File: src/rtl/posit_wb_queue_if.sv
// Purpose : bundles the writeback queue handshake, register-file write port,
//           scoreboard alloc/query and status signals into one interface.
// Ports   : master = execution/issue side, slave = posit_wb_queue.
interface posit_wb_queue_if #(
    parameter int DEPTH  = 4,
    parameter int DATA_W = 16
);
    localparam int LVL_W = $clog2(DEPTH) + 1;

    // Result input handshake
    logic              in_valid;
    logic              in_ready;
    logic [DATA_W-1:0] in_data;
    logic [1:0]        in_addr;
    logic [1:0]        in_bank;
    logic              drain_en;

    // Register file write port
    logic              rf_we;
    logic [1:0]        rf_wa;
    logic [DATA_W-1:0] rf_wd;
    logic [1:0]        rf_wrap;

    // Status
    logic [LVL_W-1:0]  level;
    logic              idle;

    // Scoreboard alloc and hazard query
    logic              alloc_valid;
    logic [1:0]        alloc_addr;
    logic [1:0]        alloc_bank;
    logic [1:0]        q_bank;
    logic [1:0]        q_ra1;
    logic [1:0]        q_ra2;
    logic              q_busy1;
    logic              q_busy2;

    modport master (
        output in_valid, in_data, in_addr, in_bank, drain_en,
        output alloc_valid, alloc_addr, alloc_bank, q_bank, q_ra1, q_ra2,
        input  in_ready, rf_we, rf_wa, rf_wd, rf_wrap, level, idle,
        input  q_busy1, q_busy2
    );

    modport slave (
        input  in_valid, in_data, in_addr, in_bank, drain_en,
        input  alloc_valid, alloc_addr, alloc_bank, q_bank, q_ra1, q_ra2,
        output in_ready, rf_we, rf_wa, rf_wd, rf_wrap, level, idle,
        output q_busy1, q_busy2
    );
endinterface

File: src/rtl/posit_wb_queue.sv
// Purpose     : posit coprocessor writeback queue; FIFO of {bank,addr,data}
//               results drained one per cycle into the banked register file.
// Latency     : push at E0, popped at E1 (rf_we high E1..E2), RF commits at E2.
// Backpressure: in_ready = !full from registered state; a same-cycle pop does
//               not free a slot for a push while full.
// Ports       : clock, reset (sync, active-high), wb (posit_wb_queue_if.slave).
// Config      : define PWB_SCOREBOARD_EN to build the 16-entry busy scoreboard;
//               otherwise alloc inputs are ignored and q_busy1/q_busy2 read 0.
module posit_wb_queue #(
    parameter int DEPTH  = 4,
    parameter int DATA_W = 16
) (
    input  logic            clock,
    input  logic            reset,
    posit_wb_queue_if.slave wb
);
    localparam int PTR_W = $clog2(DEPTH);
    localparam int LVL_W = PTR_W + 1;

    typedef struct packed {
        logic [1:0]        bank;
        logic [1:0]        addr;
        logic [DATA_W-1:0] data;
    } entry_t;

    entry_t            mem_q [DEPTH];
    logic [PTR_W-1:0]  wptr_q, wptr_d;
    logic [PTR_W-1:0]  rptr_q, rptr_d;
    logic [LVL_W-1:0]  count_q, count_d;

    logic              rf_we_q, rf_we_d;
    logic [1:0]        rf_wa_q, rf_wa_d;
    logic [DATA_W-1:0] rf_wd_q, rf_wd_d;
    logic [1:0]        rf_wrap_q, rf_wrap_d;

    logic full, empty, push, pop;
    entry_t head;

    always_comb begin
        full  = (count_q == LVL_W'(DEPTH));
        empty = (count_q == '0);
        // Push is qualified by the registered full flag only, so a pop in the
        // same cycle never lets a push slip through while full.
        push  = wb.in_valid && !full;
        pop   = wb.drain_en && !empty;
        head  = mem_q[rptr_q];
    end

    always_comb begin
        wptr_d    = wptr_q;
        rptr_d    = rptr_q;
        count_d   = count_q;
        rf_we_d   = 1'b0;
        rf_wa_d   = rf_wa_q;
        rf_wd_d   = rf_wd_q;
        rf_wrap_d = rf_wrap_q;

        // Pointers are PTR_W wide, so increment wraps modulo DEPTH.
        if (push) begin
            wptr_d = wptr_q + 1'b1;
        end
        if (pop) begin
            rptr_d    = rptr_q + 1'b1;
            rf_we_d   = 1'b1;
            rf_wa_d   = head.addr;
            rf_wd_d   = head.data;
            rf_wrap_d = head.bank;
        end

        case ({push, pop})
            2'b10:   count_d = count_q + 1'b1;
            2'b01:   count_d = count_q - 1'b1;
            default: count_d = count_q;
        endcase
    end

    always_ff @(posedge clock) begin
        if (reset) begin
            wptr_q    <= '0;
            rptr_q    <= '0;
            count_q   <= '0;
            rf_we_q   <= 1'b0;
            rf_wa_q   <= '0;
            rf_wd_q   <= '0;
            rf_wrap_q <= '0;
        end else begin
            wptr_q    <= wptr_d;
            rptr_q    <= rptr_d;
            count_q   <= count_d;
            rf_we_q   <= rf_we_d;
            rf_wa_q   <= rf_wa_d;
            rf_wd_q   <= rf_wd_d;
            rf_wrap_q <= rf_wrap_d;
        end
    end

    // Storage needs no reset: entries are only observed between the pointers.
    always_ff @(posedge clock) begin
        if (push) begin
            mem_q[wptr_q] <= '{bank: wb.in_bank, addr: wb.in_addr, data: wb.in_data};
        end
    end

    assign wb.in_ready = !full;
    assign wb.level    = count_q;
    assign wb.rf_we    = rf_we_q;
    assign wb.rf_wa    = rf_wa_q;
    assign wb.rf_wd    = rf_wd_q;
    assign wb.rf_wrap  = rf_wrap_q;

`ifdef PWB_SCOREBOARD_EN
    logic [15:0] busy_q, busy_d;

    // Physical index is {bank, addr} = bank*4 + addr. The clear is applied
    // first so an alloc to the same index on the same edge wins.
    always_comb begin
        busy_d = busy_q;
        if (rf_we_q) begin
            busy_d[{rf_wrap_q, rf_wa_q}] = 1'b0;
        end
        if (wb.alloc_valid) begin
            busy_d[{wb.alloc_bank, wb.alloc_addr}] = 1'b1;
        end
    end

    always_ff @(posedge clock) begin
        if (reset) begin
            busy_q <= '0;
        end else begin
            busy_q <= busy_d;
        end
    end

    assign wb.q_busy1 = busy_q[{wb.q_bank, wb.q_ra1}];
    assign wb.q_busy2 = busy_q[{wb.q_bank, wb.q_ra2}];
    assign wb.idle    = empty && !rf_we_q && (busy_q == '0);
`else
    logic sb_inputs_unused;
    assign sb_inputs_unused = ^{wb.alloc_valid, wb.alloc_addr, wb.alloc_bank,
                                wb.q_bank, wb.q_ra1, wb.q_ra2};

    assign wb.q_busy1 = 1'b0;
    assign wb.q_busy2 = 1'b0;
    assign wb.idle    = empty && !rf_we_q;
`endif

endmodule

File: src/flat_wrapper.sv
// flat-port wrapper written by rule: the top's interface ports become plain ports
module posit_wb_queue_flat 
#(
    parameter int DEPTH  = 4,
    parameter int DATA_W = 16
)
  (clock, reset, wb_in_valid, wb_in_data, wb_in_addr, wb_in_bank, wb_drain_en, wb_alloc_valid, wb_alloc_addr, wb_alloc_bank, wb_q_bank, wb_q_ra1, wb_q_ra2, wb_in_ready, wb_rf_we, wb_rf_wa, wb_rf_wd, wb_rf_wrap, wb_level, wb_idle, wb_q_busy1, wb_q_busy2);
  posit_wb_queue_if #(.DEPTH(DEPTH), .DATA_W(DATA_W)) wb_i ();
  input  logic clock;
  input  logic reset;
  input wire logic [$bits(wb_i.in_valid)-1:0] wb_in_valid;
  input wire logic [$bits(wb_i.in_data)-1:0] wb_in_data;
  input wire logic [$bits(wb_i.in_addr)-1:0] wb_in_addr;
  input wire logic [$bits(wb_i.in_bank)-1:0] wb_in_bank;
  input wire logic [$bits(wb_i.drain_en)-1:0] wb_drain_en;
  input wire logic [$bits(wb_i.alloc_valid)-1:0] wb_alloc_valid;
  input wire logic [$bits(wb_i.alloc_addr)-1:0] wb_alloc_addr;
  input wire logic [$bits(wb_i.alloc_bank)-1:0] wb_alloc_bank;
  input wire logic [$bits(wb_i.q_bank)-1:0] wb_q_bank;
  input wire logic [$bits(wb_i.q_ra1)-1:0] wb_q_ra1;
  input wire logic [$bits(wb_i.q_ra2)-1:0] wb_q_ra2;
  output wire logic [$bits(wb_i.in_ready)-1:0] wb_in_ready;
  output wire logic [$bits(wb_i.rf_we)-1:0] wb_rf_we;
  output wire logic [$bits(wb_i.rf_wa)-1:0] wb_rf_wa;
  output wire logic [$bits(wb_i.rf_wd)-1:0] wb_rf_wd;
  output wire logic [$bits(wb_i.rf_wrap)-1:0] wb_rf_wrap;
  output wire logic [$bits(wb_i.level)-1:0] wb_level;
  output wire logic [$bits(wb_i.idle)-1:0] wb_idle;
  output wire logic [$bits(wb_i.q_busy1)-1:0] wb_q_busy1;
  output wire logic [$bits(wb_i.q_busy2)-1:0] wb_q_busy2;
  assign wb_i.in_valid = wb_in_valid;
  assign wb_i.in_data = wb_in_data;
  assign wb_i.in_addr = wb_in_addr;
  assign wb_i.in_bank = wb_in_bank;
  assign wb_i.drain_en = wb_drain_en;
  assign wb_i.alloc_valid = wb_alloc_valid;
  assign wb_i.alloc_addr = wb_alloc_addr;
  assign wb_i.alloc_bank = wb_alloc_bank;
  assign wb_i.q_bank = wb_q_bank;
  assign wb_i.q_ra1 = wb_q_ra1;
  assign wb_i.q_ra2 = wb_q_ra2;
  assign wb_in_ready = wb_i.in_ready;
  assign wb_rf_we = wb_i.rf_we;
  assign wb_rf_wa = wb_i.rf_wa;
  assign wb_rf_wd = wb_i.rf_wd;
  assign wb_rf_wrap = wb_i.rf_wrap;
  assign wb_level = wb_i.level;
  assign wb_idle = wb_i.idle;
  assign wb_q_busy1 = wb_i.q_busy1;
  assign wb_q_busy2 = wb_i.q_busy2;
  posit_wb_queue #(.DEPTH(DEPTH), .DATA_W(DATA_W)) u_core (.clock(clock), .reset(reset), .wb(wb_i));
endmodule
File: config.mk
export PLATFORM = sky130hd
export DESIGN_NAME = posit_wb_queue_flat
export DESIGN_NICKNAME = d
export VERILOG_FILES = /design/src/rtl/posit_wb_queue_if.sv /design/src/rtl/posit_wb_queue.sv /design/src/flat_wrapper.sv
export SDC_FILE = /design/constraint.sdc
export NUM_CORES = 1
export LEC_CHECK = 0
export ABC_CLOCK_PERIOD_IN_PS = 3550
export CAP_MARGIN = 10
export CORE_ASPECT_RATIO = 0.6
export CORE_MARGIN = 5
export CORE_UTILIZATION = 40
export CTS_CLUSTER_DIAMETER = 150
export DETAILED_ROUTE_END_ITERATION = 6
export GPL_TIMING_DRIVEN = 0
export SYNTH_ARGS = -nofsm -noshare
export SYNTH_HDL_FRONTEND = slang
export SYNTH_SLANG_ARGS = --single-unit
File: constraint.sdc
create_clock -name clock -period 3.55 [get_ports clock]
set_input_delay 0.8875 -clock clock [delete_from_list [all_inputs] [get_ports clock]]
set_output_delay 0.8875 -clock clock [all_outputs]
set_load 0.005 [all_outputs]
**Yosys cells after proc, flatten, opt, wreduce, memory -nomap -nowiden**

Memory sizes are Yosys's and may differ from the RTL's. A register that Yosys moved wholly into a read port is not among the register bits.
Index checks and enable logic that the tools add are counted.

- Flip-flop bits (word level): 8
- Memories kept: 1
- Word-level logic and storage cells: 24
- RAM bits: 80
- Output and inout bits: 28

- Reductions and logical operators: 8
- Muxes and demuxes: 4
- Eq/ne operators: 3
- Add/subtract/negate cells: 4

Memories:

| memory | words | width | read ports | clocked after memory_dff | wr ports | line | source |
|---|---|---|---|---|---|---|---|
| u_core.mem_q | 4 | 20 | 1 | 1 | 1 | posit_wb_queue.sv:26 | `entry_t mem_q [DEPTH];` |

Operators by type and width:

| kind | count |
|---|---|
| $pmux W3 S2 | 1 |
| $add A2 B1 Y2 const B | 2 |
| $add A3 B1 Y3 const B | 1 |
| $eq A3 B3 Y1 const B | 1 |
| $logic_and A1 B1 Y1 | 3 |
| $logic_not A1 Y1 | 3 |
| $logic_not A3 Y1 | 1 |
| $mux W1 | 3 |
| $sub A3 B1 Y3 const B | 1 |
| $eq A2 B1 Y1 const B | 1 |
| $eq A2 B2 Y1 const B | 1 |
| $reduce_bool A2 Y1 | 1 |

**Depth between registers and ports, before layout**

Gate-level depths: netlist (run 1).

- Depth in word-level cells: 5
- Gate-level depth with buffers: 9

**Least setup slack after synthesis (run 1)**

OpenSTA, ideal clock, no wires.

- Kind: input-to-reg
- From: input wb_in_valid
- To: register u_core.count_q[2], in the netlist u_core.wb.level[2]
- Buffers on the path: 1
- Path slack: 1.233 ns
- Library setup time: 0.072 ns
- Arrival: 2.245 ns
- Stages on the path: 8
- Required time: 3.478 ns
- Cells stage by stage: buf_1 nand2_1 ha_1 inv_1 fa_1 xor2_1 or3_1 a21oi_1

- Word-level cells in the longest chain between the ends: 3

Ends and longest elaborated chain:

| what | line | source |
|---|---|---|
| start, declared | flat_wrapper.sv:11 | `input wire logic [$bits(wb_i.in_valid)-1:0] wb_in_valid;` |
| $logic_and A1 B1 Y1 (*) | posit_wb_queue.sv:44 | `push = wb.in_valid && !full;` |
| $eq A2 B1 Y1 or $eq A2 B2 Y1 (tied branches) | posit_wb_queue.sv:70 | `case ({push, pop})` |
| $pmux W3 S2 or $reduce_bool A2 Y1 (tied branches) | - |  |
| end signal, assigned | posit_wb_queue.sv:89 | `count_q <= count_d;` |
| end, declared | posit_wb_queue.sv:29 | `logic [LVL_W-1:0] count_q, count_d;` |

Every way passes the cells marked *; elsewhere a longest branch is shown, timed or not.
A chain may end at the register's enable or synchronous reset.

**Worst setup path in the final report (run 1)**

- From: register u_core.count_q[2], in the netlist u_core.wb.level[2]
- To: output wb_in_ready

- Word-level cells in the longest chain between the ends: 2

Ends and longest elaborated chain:

| what | line | source |
|---|---|---|
| $eq A3 B3 Y1 | posit_wb_queue.sv:40 | `full = (count_q == LVL_W'(DEPTH));` |
| $logic_not A1 Y1 | posit_wb_queue.sv:104 | `assign wb.in_ready = !full;` |
| end, declared | flat_wrapper.sv:22 | `output wire logic [$bits(wb_i.in_ready)-1:0] wb_in_ready;` |

No other way between the ends.

==> results.txt, run 1 <==
----------------------------------------------------
[GRT]
  Overall global routing resource usage ... 0.124
  Global-route wire length before repair ... 11200 um
  Residual overflow from global routing ... 0
  Largest net degree at the start of global routing ... 21
  Initial antenna violation count ... 0
  Number of global-route vias before repair ... 2005

[Setup path]
  Flop-to-flop setup slack ... 1.20 ns
  Worst endpoint required time ... 2.66 ns
  Largest incremental delay on the critical path ... 0.46 ns
  Critical Path Source ... u_core.wb.level[2]
  Highest net fanout along the worst path ... 10
  Critical path class ... flop to primary output
  Cell at the slowest stage of the critical path ... sky130_fd_sc_hd__clkdlybuf4s50_1
  Worst reg2reg path startpoint ... u_core.wb.level[2]
  Critical Path Source Type ... flop
  Cell-by-cell trace of the critical path ... or3b_1 -> buf_2 -> clkdlybuf4s50_1
  Arrival time of data at the critical path endpoint ... 1.78 ns
  Endpoint kind of the worst setup timing path ... primary output

[Synth]
  Part of the Yosys area used for sequential elements ... 0.744
  Avg Synthesized Cell Area ... 19.6 um2
  EDFF count, synth ... 80
  Flip-flop and latch count after synthesis ... 108
  Post-synthesis cell area ... 0.00398 mm2
  YS warnings ... 0
  Main synth FF type ... sky130_fd_sc_hd__edfxtp_1
  Number of distinct library cell variants in the gate-level netlist after synthesis ... 29
  Asr flop ratio synth ... 0
  Gate Count Post-Synth ... 203

[Pwr]
  Leakage power total ... 0.00164 uW
  Worst supply voltage drop on vdd ... 0.000257 V
  Power Dens Cells ... 700 mW/mm2
  Overall power consumption ... 3450 uW

[Clock tree]
  Deepest clock path buffer count ... 2
  Clock H-tree levels ... 3
  Sinks on the clock net ... 108
  Post-CTS Resized ... 0
  Cts hold-fix bufs ... 0
  Number of clock buffers inserted by TritonCTS ... 9
  CTS tree ... yes
  Clk Tree Root Cell ... sky130_fd_sc_hd__clkbuf_16
  Clock transition at path regs ... 0.07 ns
  Clk Latency, worst-skew pair ... 0.34 ns
  Setup bufs post-CTS ... 0

[Floorplan]
  Std-Cell Core Area ... 0.00977 mm2
  Chip width ... 139 um
  Floorplan row count ... 28
  Die Y ... 87.3 um
  Area of the die ... 0.0121 mm2
  Ports placed on the boundary ... 63
  Starting Density ... 0.407

[Finish]
  Total area of multi-input combinational cells ... 908 um2
  Area taken by flip-flops and latches ... 0.00296 mm2
  # diodes ... 0
  Highest-count cells in the layout ignoring fill and taps ... 80 x sky130_fd_sc_hd__edfxtp_1, 47 x sky130_fd_sc_hd__clkdlybuf4s50_1, 28 x sky130_fd_sc_hd__dfxtp_1, 20 x sky130_fd_sc_hd__mux4_2, 20 x sky130_fd_sc_hd__a22o_1
  Fillcell total ... 800
  Net count, final ... 303
  Post-route core utilization ... 0.504
  Area of all placed cells without fillers ... 0.00493 mm2
  Synth-to-layout area growth ... 23.8%
  Fraction of final layout cells sized beyond drive strength 1 ... 0.172
  Most common cell after layout, fill and taps aside ... sky130_fd_sc_hd__edfxtp_1

[Timing]
  Maximum clock frequency ... 374 MHz
  Final Slew Violations ... 0
  Final critical-path share of the clock period ... 0.752
  Worst hold slack ... 0.486 ns
  Period minus WS final ... 2.67 ns
  Worst rel slew slack ... 0.265
  Slew @ Worst Pin ... 1.10 ns
  Count of endpoints failing hold in the final timing report ... 0
  Setup repair after global routing missed its margin ... no
  Maximum clock skew at final layout ... 0.00656 ns
  Total Neg Setup Slack ... 0 ns
  Setup Viol. Count Final ... 0

[Route]
  Drt via density ... 4.85
  Detailed-routing iteration count for the pre-antenna-repair pass ... 4
  Total wire length ... 7100 um
  Number of routed nets with antenna violations ... 0
  Vias ... 1950
  DRC marker count from the first detailed-route iteration ... 97
  Total DRC errors in the routed layout ... 0
  Wire per inst ... 17.7 um

[Place]
  Final HPWL from detailed placement ... 4490 um
  Count of input and output buffers ... 47
  Post-DP Area ... 0.00462 mm2
  Weighted congestion at the end of routability-driven global placement ... 0.717

[Worst hold path]
  Class of the tightest hold or removal check ... flop to flop
  Startpoint of the worst hold path ... u_core.wb.rf_wd[8]

[Flow run]
  Max-cap viol count ... 0

[Outcome]
  Run status ... complete, no violations

----------------------------------------------------
power breakdown:
group / switching, uW / internal (uW) / total, uW
sequential: 96.5 / 1530 / 1630
combinational: 339 / 483 / 822
clock: 431 / 567 / 998
total: 867 / 2580 / 3450
area by class of cell:
class | count | share of cell area
Sequential cell | 108 | 0.601
Multi-Input combinational cell | 78 | 0.184
Timing Repair Buffer | 47 | 0.0955
Clock buffer | 11 | 0.0493
Tap cell | 135 | 0.0343
Buffer | 13 | 0.0193
Clock inverter | 5 | 0.0124
Inverter | 5 | 0.00381
critical path, delay by kind of cell (launching register included):
kind | cells | cell delay, ns
DFF | 1 | 0.44
buffers and inverters | 2 | 0.64
and+or+nand+nor | 1 | 0.36
per-stage QoR:
step	setup WS, ns	cells
after floorplan	1.23	204
after global placement	0.634	386
after detailed placement	0.583	386
after CTS	0.865	402
after global routing	0.767	402
final	0.880	402
worst paths after layout:
check,to,cells after the start
setup / recovery,wb_in_ready,3
hold / removal,u_core.wb.rf_wd[8],1
setup reg to reg,u_core.wb.level[2],9
hold reg to reg,u_core.wb.rf_wd[8],1
metal layers:
| metal | part of all wire | global-route usage | routed length (um) | up-vias |
|---|---|---|---|---|
| met3 | 0.054 | 0.0483 | 382 | 9 |
| li1 | - | - | - | 921 |
| met2 | 0.45 | 0.188 | 3220 | 46 |
| met4 | 0.012 | 0.0400 | 86 | 0 |
| met1 | 0.48 | 0.167 | 3410 | 974 |
| met5 | 0 | 0 | 0 | - |
synth_stat cells, drive strengths merged (2+ instances only):
| library cell | count | share of area |
|---|---|---|
| inv | 5 | 0.0047 |
| nand3 | 2 | 0.0025 |
| and3 | 4 | 0.0063 |
| ha | 5 | 0.016 |
| a21oi | 4 | 0.0060 |
| dfxtp | 28 | 0.14 |
| buf | 10 | 0.021 |
| a21o | 2 | 0.0038 |
| clkbuf | 3 | 0.0028 |
| xor2 | 3 | 0.0066 |
| nor2 | 6 | 0.0057 |
| mux4 | 20 | 0.11 |
| a22o | 20 | 0.044 |
| edfxtp | 80 | 0.60 |
registers in the layout, summed over array words and instances (netlist names):
| register | count |
|---|---|
| u_core.wptr_q | 2 |
| u_core.wb.rf_we | 1 |
| u_core.rptr_q | 2 |
| u_core.wb.rf_wa | 2 |
| u_core.wb.rf_wd | 16 |
| u_core.wb.rf_wrap | 2 |
| u_core.wb.level | 3 |
| u_core.mem_q | 80 |
cell families (layout without fill, tap and decap cells):
group,after synthesis,in the layout,synth area share
AO/OA/AOI/OAI,29,29,0.0594
AND/OR/NAND/NOR,17,17,0.0242
buffers and inverters,18,81,0.0286
adder cells (fa/ha/maj),6,6,0.0207
multiplexers,20,20,0.113
XOR/XNOR,4,4,0.00880
flip-flops,108,108,0.744
other,1,2,0.000942
Power figures use the tool's default switching activity.
==> inputs of run 2 (changes only) <==
--- a/config.mk
+++ b/config.mk
@@ -5,7 +5,7 @@
 export SDC_FILE = /design/constraint.sdc
 export NUM_CORES = 1
 export LEC_CHECK = 0
-export ABC_CLOCK_PERIOD_IN_PS = 3550
+export ABC_CLOCK_PERIOD_IN_PS = 2600
 export CAP_MARGIN = 10
 export CORE_ASPECT_RATIO = 0.6
 export CORE_MARGIN = 5
==> constraint.sdc (replaced) <==
create_clock -name clock -period 2.6 [get_ports clock]
set_input_delay 0.65 -clock clock [delete_from_list [all_inputs] [get_ports clock]]
set_output_delay 0.65 -clock clock [all_outputs]
set_load 0.005 [all_outputs]
==> results of run 2 <==
Same layout as run 1 (identical final DEF). Status: complete, no violations.
Among the figures that moved: setup slack after placement 0.583 ns -> -0.129 ns; setup slack after layout 0.880 ns -> 0.167 ns; register-to-register setup slack 1.20 ns -> 0.25 ns; total power 3450 uW -> 4710 uW; worst IR drop on VDD 0.000257 V -> 0.000351 V
